--- src/rtl/herald_cmd_pkg.sv ---
// Shared command/error codes and FSM state encoding for the Herald host front end.
package herald_cmd_pkg;

    localparam logic [7:0] CMD_SINCOS    = 8'h10;
    localparam logic [7:0] CMD_ATAN2     = 8'h11;
    localparam logic [7:0] CMD_SQRT      = 8'h12;
    localparam logic [7:0] CMD_NORMALIZE = 8'h13;
    localparam logic [7:0] CMD_MUL       = 8'h20;
    localparam logic [7:0] CMD_MAC       = 8'h21;
    localparam logic [7:0] CMD_CLEAR     = 8'h22;
    localparam logic [7:0] CMD_MSU       = 8'h23;

    localparam logic [7:0] E_BADCMD  = 8'hE0;
    localparam logic [7:0] E_TIMEOUT = 8'hE1;

    typedef enum logic [2:0] {
        S_IDLE,
        S_OPA,
        S_OPB,
        S_START,
        S_WAIT,
        S_READ,
        S_ERROR
    } state_t;

endpackage

--- src/rtl/herald_cmd_decode.sv ---
// Combinational command decode: validity, operand count and result word count.
// Zero latency; no flow control.
module herald_cmd_decode
    import herald_cmd_pkg::*;
(
    input  logic [7:0] i_cmd,
    output logic       o_known,
    output logic [1:0] o_n_ops,
    output logic [1:0] o_res_words
);

    always_comb begin
        o_known     = 1'b1;
        o_n_ops     = 2'd2;
        o_res_words = 2'd1;
        case (i_cmd)
            CMD_SINCOS: begin
                o_n_ops     = 2'd1;
                o_res_words = 2'd2;
            end
            CMD_ATAN2, CMD_SQRT, CMD_MUL, CMD_MAC, CMD_MSU: begin
                o_n_ops     = 2'd2;
                o_res_words = 2'd1;
            end
            CMD_NORMALIZE: begin
                o_n_ops     = 2'd2;
                o_res_words = 2'd3;
            end
            CMD_CLEAR: begin
                o_n_ops     = 2'd0;
                o_res_words = 2'd0;
            end
            default: begin
                o_known     = 1'b0;
                o_n_ops     = 2'd0;
                o_res_words = 2'd0;
            end
        endcase
    end

endmodule

--- src/rtl/herald_cmd_frontend.sv ---
// Byte-serial host front end: collects command + operands, runs a backend with watchdog, streams result bytes.
// Strobe edges act SYNC_STAGES+1 cycles after the pin rises; data_out lags byte_cnt by one cycle.
module herald_cmd_frontend
    import herald_cmd_pkg::*;
#(
    parameter int OP_W          = 24,
    parameter int RES_WORDS_MAX = 3,
    parameter int SYNC_STAGES   = 2,
    parameter int TIMEOUT       = 1024
) (
    input  logic                          clk,
    input  logic                          rst_n,
    input  logic [7:0]                    data_in,
    input  logic                          wr_strobe,
    input  logic                          rd_strobe,
    output logic [7:0]                    data_out,
    output logic                          busy,
    output logic                          err,
    output logic [7:0]                    cmd,
    output logic [OP_W-1:0]               op_a,
    output logic [OP_W-1:0]               op_b,
    output logic                          exec_start,
    output logic                          exec_abort,
    input  logic                          exec_done,
    input  logic [RES_WORDS_MAX*OP_W-1:0] exec_result
);

    localparam int OP_BYTES      = OP_W / 8;
    localparam int RES_W         = RES_WORDS_MAX * OP_W;
    localparam int RES_BYTES_MAX = RES_W / 8;
    localparam int CW            = $clog2(RES_BYTES_MAX + 1);
    localparam int TW            = $clog2(TIMEOUT);

    state_t                 r_state;
    state_t                 w_state_nxt;
    logic [SYNC_STAGES-1:0] r_wr_sync;
    logic [SYNC_STAGES-1:0] r_rd_sync;
    logic                   r_wr_prev;
    logic                   r_rd_prev;
    logic [7:0]             r_cmd;
    logic [OP_W-1:0]        r_op_a;
    logic [OP_W-1:0]        r_op_b;
    logic [RES_W-1:0]       r_result;
    logic [CW-1:0]          r_byte_cnt;
    logic [TW-1:0]          r_timer;
    logic [7:0]             r_err_code;
    logic [7:0]             r_data_out;

    logic                   w_wr_edge;
    logic                   w_rd_edge;
    logic [7:0]             w_dec_cmd;
    logic                   w_known;
    logic [1:0]             w_n_ops;
    logic [1:0]             w_res_words;
    logic [1:0]             w_res_words_c;
    logic [CW-1:0]          w_res_bytes;
    logic                   w_load_cmd;
    logic                   w_wr_a;
    logic                   w_wr_b;
    logic                   w_cnt_clr;
    logic                   w_cnt_inc;
    logic                   w_capture;
    logic                   w_timer_clr;
    logic                   w_set_err;
    logic [7:0]             w_err_code;
    logic                   w_exec_abort;

    assign w_wr_edge = r_wr_sync[SYNC_STAGES-1] & ~r_wr_prev;
    assign w_rd_edge = r_rd_sync[SYNC_STAGES-1] & ~r_rd_prev;

    // In IDLE the command byte is still on the bus, so decode it directly.
    assign w_dec_cmd = (r_state == S_IDLE) ? data_in : r_cmd;

    herald_cmd_decode u_decode (
        .i_cmd       (w_dec_cmd),
        .o_known     (w_known),
        .o_n_ops     (w_n_ops),
        .o_res_words (w_res_words)
    );

    always_comb begin
        w_res_words_c = w_res_words;
        if (int'(w_res_words) > RES_WORDS_MAX) begin
            w_res_words_c = 2'(RES_WORDS_MAX);
        end
        w_res_bytes = CW'(int'(w_res_words_c) * OP_BYTES);
    end

    always_ff @(posedge clk) begin
        if (!rst_n) begin
            r_state <= S_IDLE;
        end else begin
            r_state <= w_state_nxt;
        end
    end

    always_comb begin
        w_state_nxt  = r_state;
        w_load_cmd   = 1'b0;
        w_wr_a       = 1'b0;
        w_wr_b       = 1'b0;
        w_cnt_clr    = 1'b0;
        w_cnt_inc    = 1'b0;
        w_capture    = 1'b0;
        w_timer_clr  = 1'b0;
        w_set_err    = 1'b0;
        w_err_code   = E_BADCMD;
        w_exec_abort = 1'b0;
        if ((r_state != S_IDLE) && w_wr_edge && w_rd_edge) begin
            w_state_nxt  = S_IDLE;
            w_exec_abort = (r_state == S_WAIT);
        end else begin
            case (r_state)
                S_IDLE: begin
                    if (w_wr_edge) begin
                        w_load_cmd = 1'b1;
                        w_cnt_clr  = 1'b1;
                        if (!w_known) begin
                            w_state_nxt = S_ERROR;
                            w_set_err   = 1'b1;
                            w_err_code  = E_BADCMD;
                        end else if (w_n_ops == 2'd0) begin
                            w_state_nxt = S_START;
                        end else begin
                            w_state_nxt = S_OPA;
                        end
                    end
                end
                S_OPA: begin
                    if (w_wr_edge) begin
                        w_wr_a = 1'b1;
                        if (r_byte_cnt == CW'(OP_BYTES - 1)) begin
                            w_cnt_clr   = 1'b1;
                            w_state_nxt = (w_n_ops == 2'd2) ? S_OPB : S_START;
                        end else begin
                            w_cnt_inc = 1'b1;
                        end
                    end
                end
                S_OPB: begin
                    if (w_wr_edge) begin
                        w_wr_b = 1'b1;
                        if (r_byte_cnt == CW'(OP_BYTES - 1)) begin
                            w_cnt_clr   = 1'b1;
                            w_state_nxt = S_START;
                        end else begin
                            w_cnt_inc = 1'b1;
                        end
                    end
                end
                S_START: begin
                    w_timer_clr = 1'b1;
                    w_state_nxt = S_WAIT;
                end
                S_WAIT: begin
                    // A done arriving on the last watchdog cycle still counts as success.
                    if (exec_done) begin
                        w_capture   = 1'b1;
                        w_cnt_clr   = 1'b1;
                        w_state_nxt = (w_res_bytes == '0) ? S_IDLE : S_READ;
                    end else if (r_timer == TW'(TIMEOUT - 1)) begin
                        w_state_nxt  = S_ERROR;
                        w_set_err    = 1'b1;
                        w_err_code   = E_TIMEOUT;
                        w_exec_abort = 1'b1;
                    end
                end
                S_READ: begin
                    if (w_rd_edge) begin
                        if (r_byte_cnt + CW'(1) == w_res_bytes) begin
                            w_cnt_clr   = 1'b1;
                            w_state_nxt = S_IDLE;
                        end else begin
                            w_cnt_inc = 1'b1;
                        end
                    end
                end
                S_ERROR: begin
                    if (w_rd_edge) begin
                        w_state_nxt = S_IDLE;
                    end
                end
                default: w_state_nxt = S_IDLE;
            endcase
        end
    end

    always_ff @(posedge clk) begin
        if (!rst_n) begin
            r_wr_sync  <= '0;
            r_rd_sync  <= '0;
            r_wr_prev  <= 1'b0;
            r_rd_prev  <= 1'b0;
            r_cmd      <= '0;
            r_op_a     <= '0;
            r_op_b     <= '0;
            r_result   <= '0;
            r_byte_cnt <= '0;
            r_timer    <= '0;
            r_err_code <= '0;
            r_data_out <= '0;
        end else begin
            r_wr_sync[0] <= wr_strobe;
            r_rd_sync[0] <= rd_strobe;
            for (int i = 1; i < SYNC_STAGES; i++) begin
                r_wr_sync[i] <= r_wr_sync[i-1];
                r_rd_sync[i] <= r_rd_sync[i-1];
            end
            r_wr_prev <= r_wr_sync[SYNC_STAGES-1];
            r_rd_prev <= r_rd_sync[SYNC_STAGES-1];

            if (w_load_cmd) begin
                r_cmd <= data_in;
            end
            if (w_wr_a) begin
                r_op_a[{r_byte_cnt, 3'b000} +: 8] <= data_in;
            end
            if (w_wr_b) begin
                r_op_b[{r_byte_cnt, 3'b000} +: 8] <= data_in;
            end
            if (w_cnt_clr) begin
                r_byte_cnt <= '0;
            end else if (w_cnt_inc) begin
                r_byte_cnt <= r_byte_cnt + CW'(1);
            end
            if (w_timer_clr) begin
                r_timer <= '0;
            end else if (r_state == S_WAIT) begin
                r_timer <= r_timer + TW'(1);
            end
            if (w_capture) begin
                r_result <= exec_result;
            end
            if (w_set_err) begin
                r_err_code <= w_err_code;
            end

            case (r_state)
                S_READ:  r_data_out <= r_result[{r_byte_cnt, 3'b000} +: 8];
                S_ERROR: r_data_out <= r_err_code;
                default: r_data_out <= '0;
            endcase
        end
    end

    assign data_out   = r_data_out;
    assign busy       = (r_state == S_OPA) || (r_state == S_OPB) ||
                        (r_state == S_START) || (r_state == S_WAIT);
    assign err        = (r_state == S_ERROR);
    assign cmd        = r_cmd;
    assign op_a       = r_op_a;
    assign op_b       = r_op_b;
    assign exec_start = (r_state == S_START);
    assign exec_abort = w_exec_abort;

endmodule

--- config.mk ---
export PLATFORM = sky130hd
export DESIGN_NAME = herald_cmd_frontend
export DESIGN_NICKNAME = d
export VERILOG_FILES = /design/src/rtl/herald_cmd_pkg.sv /design/src/rtl/herald_cmd_decode.sv /design/src/rtl/herald_cmd_frontend.sv
export SDC_FILE = /design/constraint.sdc
export NUM_CORES = 1
export LEC_CHECK = 0
export BUFFER_PORTS_ARGS = -buffer_cell sky130_fd_sc_hd__buf_2
export CAP_MARGIN = 15
export CORE_AREA = 2 2 117 119
export DETAILED_ROUTE_END_ITERATION = 6
export DIE_AREA = 0 0 119 121
export GPL_TIMING_DRIVEN = 0
export PLACE_DENSITY = 0.8
export SLEW_MARGIN = 20
export SYNTH_ARGS = -nofsm -noshare
export SYNTH_HDL_FRONTEND = slang
export SYNTH_SLANG_ARGS = --single-unit
--- constraint.sdc ---
create_clock -name clk -period 4.1 [get_ports clk]
set_input_delay 0.41 -clock clk [delete_from_list [all_inputs] [get_ports clk]]
set_output_delay 0.41 -clock clk [all_outputs]
set_load 0.03 [all_outputs]
==> metrics.cfg, run 1 <==
[grt]
grt_max_degree=17
grt_usage_pct=26.4
busiest_layer=met2
grt_util_met3_pct=4.84
grt_pass1_wl_um=29900
antenna_found_initial=0
grt_use_met2_pct=44.2
grt_pass1_vias=6134
met1_usage_pct=33.2
overflow=0

[sta]
finalClockSkew_ns=0.00681
hold_viol=0
max_slew_margin_pct=49.6
period_minus_slack_ns=3.45
setup_tns_ns=0
fmax_ghz=0.290
final_max_slew_viol_count=0
setup_ws_ns=0.649
setup_violations=0
rsz0062_at_grt=no
fin_crit_sh_pct=84.2
worst_pin_slew_ns=0.750

[worst_setup_path]
worstRegToRegCells=10
arrival_ns=3.80
critPathLaunchType=flop
critPathRequiredTime_ns=4.45
crit_path_max_fanout=10
r2r_end=op_a[9]
worstSetupPathType=flop to flop
crit_start=r_byte_cnt[1]
cp-end-kind=flop
setup.worst_path.end=op_a[9]
reg2reg_slack_ns=0.65
reg2reg_from=r_byte_cnt[1]

[cts]
ctsHoldBuffers=0
htreeDepth=4
cts_made_buffers=17
path_clk_slew_ns=0.06
cts_resized=0
cts_root_buf=clkbuf_16
cts_sinks=161
clk_latency_ns=0.43
cts_tree=done
clk_path_buf_depth=2
cts_setup_buffers=0

[place]
numPortBuffers=151
dp_slack_ns=0.740
hpwl_um=13400
dp.cells=1162
place.gp.congestion=0.898

[synthesis]
synthFlopType=dfxtp_1
yosysWarnings=0
syn_nets=927
ys_ff_latch=161
yosysSeqAreaShare_pct=45.3
synth_cells=835
async_flop_share_pct=0
syn-cell-area_um2=7120
synth_edf_count=0
yosysUniqueCellTypes=59
syn_area_per_cell_um2=8.52

[pwr]
pwr-share-seq_pct=41.7
p_per_area_nw_per_um2=447
internal_power_mw=2.89
p_sw_share_pct=26.2
power_mw=3.91
ir_worst_vdd_mv=0.335
leakagePower_nw=3.45
total_switching_power_mw=1.02
p_comb_share_pct=13.5
p_clk_share_pct=44.8

[floorplan]
die_area_um2=14400
die_h_um=121
pin_count=153
start_util_pct=54.4
core_um2=13100
rows=42
dieWidth_um=119

[route]
drt_first_pass_iters=5
routedWlPerCell_um=15.7
drtIter0Drc=508
ant_nets=0
routed_wl_um=18800
detail_route.drc_violations=0
via_count=6552
viasPerCell=5.49

[cells_and_area]
drive_gt1_share_pct=22.6
fill_cells=1061
fin_nets=1097
final_cells=1194
antenna_cells=0
postLayoutCoreUtil_pct=66.9
area_growth_pct=22.9

[worst_hold_path]
min-delay-path-class=input port to flop

[outcome]
status=finished clean

[flow_run]
max-cap-violations=0

## layout make-up
class                      instances  area, um^2  share of cell area [%]
clock buffer                      17         425                    4.86
timing repair buffer             151         756                    8.64
multi-input combinational        612        3630                    41.5
clock inverter                    15         231                    2.65
buffer                            53         233                    2.66
inverter                           9        33.8                   0.386
tap                              176         220                    2.52
sequential                       161        3220                    36.8
## cells by family after synthesis
kind of cell / after synthesis / synth area share, %
multiplexers: 66 / 12.1
adder cells (fa/ha/maj): 8 / 1.37
flip-flops: 161 / 45.3
AO/OA/AOI/OAI: 151 / 11.8
buffers and inverters: 62 / 3.74
XOR/XNOR: 21 / 2.58
AND/OR/NAND/NOR: 366 / 23.1
## layer usage
metal / vias to the layer above / wire length [um]
li1: 3184 / -
met4: 0 / 531
met5: - / 0
met2: 296 / 9180
met1: 3028 / 7680
met3: 44 / 1360
## Yosys cell counts (3+ instances only)
cell type    n  share of area [%]
nand4_1      5               0.44
nor2b_1      9               0.79
or3_1        3               0.26
nand2_1    197                 10
and2_1      22                1.9
nand2b_1     5               0.44
a211oi_1     4               0.42
mux2i_1     49                6.9
ha_1         7                1.2
and3_1       3               0.26
buf_2       12               0.84
nor2_1      82                4.3
nand3_1     11               0.77
or4_1        3               0.32
xor2_1      11                1.4
nor3_1       3               0.21
clkbuf_1    36                1.9
xnor2_1     10                1.2
nor4_1       5               0.44
o211ai_1     3               0.32
mux4_2      16                5.1
dfxtp_1    161                 45
a21oi_1    105                7.4
inv_1        7               0.37
o21ai_0     23                1.6
## critical path: stages (launching register included)
cell and delay [ns]:
dfxtp_1 0.39, buf_2 0.34, clkbuf_1 0.61, inv_1 0.10, ha_1 0.45, nand2_1 0.15
or3_1 0.32, clkbuf_1 0.25, nor2_1 0.48, nand2_1 0.11, a21oi_1 0.16
## cells in the final DEF (no fill, tap or decap), drive strengths merged, types with 2 or more instances in the layout
cell,netlist,final
nand2,198,198
buf,17,168
dfxtp,161,161
a21oi,105,105
nor2,85,85
clkbuf,36,53
mux2i,50,50
o21ai,23,23
and2,22,22
mux4,16,16
inv,9,13
xor2,11,11
nand3,11,11
xnor2,10,10
nor2b,9,9
ha,7,7
nor4,7,7
nand2b,5,5
nand4,5,5
bufinv,0,5
a211oi,4,4
nor3,4,4
or4,4,4
clkinv,0,4
or3,3,3
o211ai,3,3
and3,3,3
or3b,3,3
a22oi,2,2
a31oi,2,2
a221oi,2,2
o31a,2,2
clkinvlp,0,2
or4b,2,2
nor3b,2,2
## through the flow
stage                     hold WS [ns]  area (um^2)
final                            0.194         8750
after global routing             0.206         8750
after CTS                        0.188         8750
after detailed placement         0.417         8090
after global placement           0.415         8090
after floorplan                  0.412         7120
## power by group through the flow
stage                     combinational, mW  clock [mW]  sequential [mW]
after floorplan                       0.354           0             1.67
after global placement                0.510           0             1.66
after detailed placement              0.517           0             1.66
after CTS                             0.523        1.76             1.63
after global routing                  0.581        1.83             1.63
final                                 0.530        1.75             1.63
## flip-flops by register name (all words and copies together), names as in the netlist
signal and cells:
r_err_code 2, r_byte_cnt 4, r_timer 10, cmd 8, r_state 3, r_wr_sync 2
r_result 72, op_a 24, op_b 24, data_out 8, r_wr_prev 1, r_rd_prev 1
r_rd_sync 2
## how the worst min path moves through the flow
stage	startpoint	slack (ns)	cells past startpoint	to
global placement	r_rd_sync[0]	0.42	1	r_rd_sync[1]
CTS	rd_strobe	0.19	2	r_rd_sync[0]
detailed placement	r_rd_sync[0]	0.42	1	r_rd_sync[1]
finish	rd_strobe	0.19	2	r_rd_sync[0]
global route	rd_strobe	0.21	2	r_rd_sync[0]
floorplan	r_rd_sync[0]	0.41	1	r_rd_sync[1]
Power figures use the tool's default switching activity.
==> inputs of run 2 (changes only) <==
--- a/config.mk
+++ b/config.mk
@@ -7,11 +7,11 @@
 export LEC_CHECK = 0
 export BUFFER_PORTS_ARGS = -buffer_cell sky130_fd_sc_hd__buf_2
 export CAP_MARGIN = 15
-export CORE_AREA = 2 2 117 119
+export CORE_AREA = 2 2 124 126
 export DETAILED_ROUTE_END_ITERATION = 6
-export DIE_AREA = 0 0 119 121
+export DIE_AREA = 0 0 126 128
 export GPL_TIMING_DRIVEN = 0
-export PLACE_DENSITY = 0.8
+export PLACE_DENSITY = 0.75
 export SLEW_MARGIN = 20
 export SYNTH_ARGS = -nofsm -noshare
 export SYNTH_HDL_FRONTEND = slang
==> constraint.sdc (replaced) <==
create_clock -name clk -period 2.77 [get_ports clk]
set_input_delay 0.277 -clock clk [delete_from_list [all_inputs] [get_ports clk]]
set_output_delay 0.277 -clock clk [all_outputs]
set_load 0.03 [all_outputs]
==> run 2 against run 1 <==
Effect of this change:
- the flow now finishes with violations (setup timing)
- flip-flop and latch count did not move
- non-clock buffer count up 5
- clock skew increased by 0.0068 ns
- combinational power grew 66%
- clock-buffer cell count increased by 1
- final cell count grew 1.4%
- clock power up 26%
- first-iteration DRC count decreased by 33%
- global-route usage shrank 2.9 points
- largest power group is now sequential cells
- sequential power up 48%
- total power rose by 41%
==> metrics.cfg, run 2 (synthesis gave the netlist of run 1 again) <==
[pwr]
internal_power_mw=3.90  ; +35%
p_comb_share_pct=16.0  ; +2.5 points
leakagePower_nw=3.47  ; +0.50%
p_per_area_nw_per_um2=619  ; +38%
p_clk_share_pct=40.2  ; -4.6 points
p_sw_share_pct=29.1  ; +2.9 points
pwr-share-seq_pct=43.8  ; +2.1 points
ir_worst_vdd_mv=0.499  ; +49%
power_mw=5.50  ; +41%
total_switching_power_mw=1.60  ; +56%

[cells_and_area]
regArea_um2=3230  ; +0.27%
fin_nets=1102  ; +0.46%
antenna_cells=0  ; unchanged
postLayoutCoreUtil_pct=59.8  ; -7.1 points
drive_gt1_share_pct=25.2  ; +2.6 points
multiInputGateArea_um2=3770  ; +3.9%
fill_cells=1340  ; +26%
regMostFlops=r_result
final_cell_mix=nand2_1 (196), buf_2 (161), dfxtp_1 (158)
largest_reg_flops=72  ; unchanged
mostFrequentLayoutCell=nand2_1
area_growth_pct=24.8

[cts]
htreeDepth=4  ; unchanged
clk_path_buf_depth=2  ; unchanged
cts_sinks=161  ; unchanged
cts_made_buffers=17  ; unchanged
ctsHoldBuffers=0  ; unchanged
cts_root_buf=clkbuf_16
path_clk_slew_ns=0.07  ; about the same
cts_tree=done
clk_latency_ns=0.44  ; about the same

[route]
drt_first_pass_iters=5  ; unchanged
routedWlPerCell_um=15.5  ; -1.3%
viasPerCell=5.31  ; -3.2%
ant_nets=0  ; unchanged
detail_route.drc_violations=0  ; unchanged
routed_wl_um=18800  ; about the same
via_count=6433  ; -1.8%
drtIter0Drc=342  ; -33%

[sta]
period_minus_slack_ns=3.03  ; -0.422 ns
hold_viol=0  ; unchanged
fmax_ghz=0.330  ; +14%
max_slew_margin_pct=46.0  ; -3.6 points
final_max_slew_viol_count=0  ; unchanged
worst_pin_slew_ns=0.804  ; +0.0538 ns
setup_violations=6  ; +6
setup_ws_ns=-0.258  ; -0.908 ns
finalClockSkew_ns=0.0136  ; +0.00678 ns
fin_crit_sh_pct=109  ; +25 points
rsz0062_at_grt=yes

[worst_setup_path]
crit_chain=or4_4, or4b_4, o21a_4, inv_4, ha_4, xor2_4, xnor2_2, nor4_2, mux2i_2, a21boi_1, a221oi_2
critPathBufInv=1  ; -3
critPathLaunchType=flop
crit_path_max_fanout=3  ; -7
cp-end-kind=flop
critPathRequiredTime_ns=3.11  ; -1.34 ns
cp_slowest_cell=or4_4
arrival_ns=3.37  ; -0.43 ns
cpPeakStageDelay_ns=0.54  ; -0.07 ns
crit_family=simple AND/OR/NAND/NOR gates
worstSetupPathType=flop to flop

[grt]
grt_pass1_vias=6107  ; -0.44%
grt_pass1_wl_um=30100  ; +0.76%
grt_max_degree=20  ; +3
overflow=0  ; unchanged
grt_usage_pct=23.5  ; -2.9 points
antenna_found_initial=0  ; unchanged

[outcome]
status=complete, but fails checks
violations=setup timing

[place]
hpwl_um=13600  ; +1.2%
place.gp.congestion=0.885  ; -1.5%
numPortBuffers=151  ; unchanged

[floorplan]
start_util_pct=47.9  ; -6.5 points
core_um2=14900  ; +14%
die_area_um2=16100  ; +12%
dieWidth_um=126  ; +5.9%
rows=45  ; +7.1%
pin_count=153  ; unchanged
die_h_um=128  ; +5.8%

[worst_hold_path]
min-delay-path-class=input port to flop

[flow_run]
max-cap-violations=0  ; unchanged

-- run 2: final cells by class --
| cell class | instances | area share, % |
|---|---|---|
| sequential | 161 | 36.4 |
| timing repair buffer | 158 | 9.27 |
| multi-input combinational | 612 | 42.4 |
| tap | 188 | 2.65 |
| inverter | 9 | 0.408 |
| clock inverter | 14 | 1.42 |
| buffer | 51 | 2.61 |
| clock buffer | 18 | 4.83 |
-- run 2: layer usage --
layer  routed length (um)  GRT usage [%]  vias up
met5                    0              0        -
met4                  562           9.63        0
met3                 1200           5.63       40
met2                 8840           38.1      235
met1                 8170           30.2     2979
li1                     -              -     3179
-- run 2: timing repair --
action,CTS,global route
pin swaps,9,5
cloned,0,0
hold endpoints to repair,0,0
endpoints found under the setup margin,55,23
resized for setup,10,14
buffers inserted,6,1
-- run 2: worst register-to-register path, cell delays in order, from the launching register on --
cell      delay (ns)
dfxtp_4         0.34
or4_4           0.54
or4b_4          0.50
o21a_4          0.23
inv_4           0.06
ha_4            0.14
xor2_4          0.20
xnor2_2         0.17
nor4_2          0.08
mux2i_2         0.25
a21boi_1        0.15
a221oi_2        0.26
-- run 2: stage by stage --
stage | hold WS, ns | std cells | setup slack [ns] | TNS [ns] | area (um^2)
6_report | 0.0713 | 1211 | -0.258 | -1.35 | 8880
5_1_grt | 0.0646 | 1211 | -0.330 | -1.83 | 8880
4_1_cts | 0.0608 | 1211 | -0.224 | -1.18 | 8800
3_5_place_dp | 0.428 | 1174 | -0.628 | -19.01 | 8140
3_3_place_gp | 0.415 | 1174 | -0.533 | -16.10 | 8140
2_1_floorplan | 0.403 | 835 | -0.169 | -0.804 | 7140
-- run 2: final timing paths --
kind / startpoint / end / slack (ns) / cells past startpoint
max: cmd[3] / r_state[2] / -0.26 / 11
max reg2reg: cmd[3] / r_state[2] / -0.26 / 11
min reg2reg: r_rd_sync[0] / r_rd_sync[1] / 0.43 / 1
min: wr_strobe / r_wr_sync[0] / 0.07 / 2
-- run 2: power groups by stage --
stage / Sequential [mW] / Clock, mW / Combinational, mW
6_report: 2.41 / 2.21 / 0.878
5_1_grt: 2.42 / 2.33 / 0.962
4_1_cts: 2.41 / 2.23 / 0.827
3_5_place_dp: 2.46 / 0 / 0.772
3_3_place_gp: 2.46 / 0 / 0.763
2_1_floorplan: 2.47 / 0 / 0.527
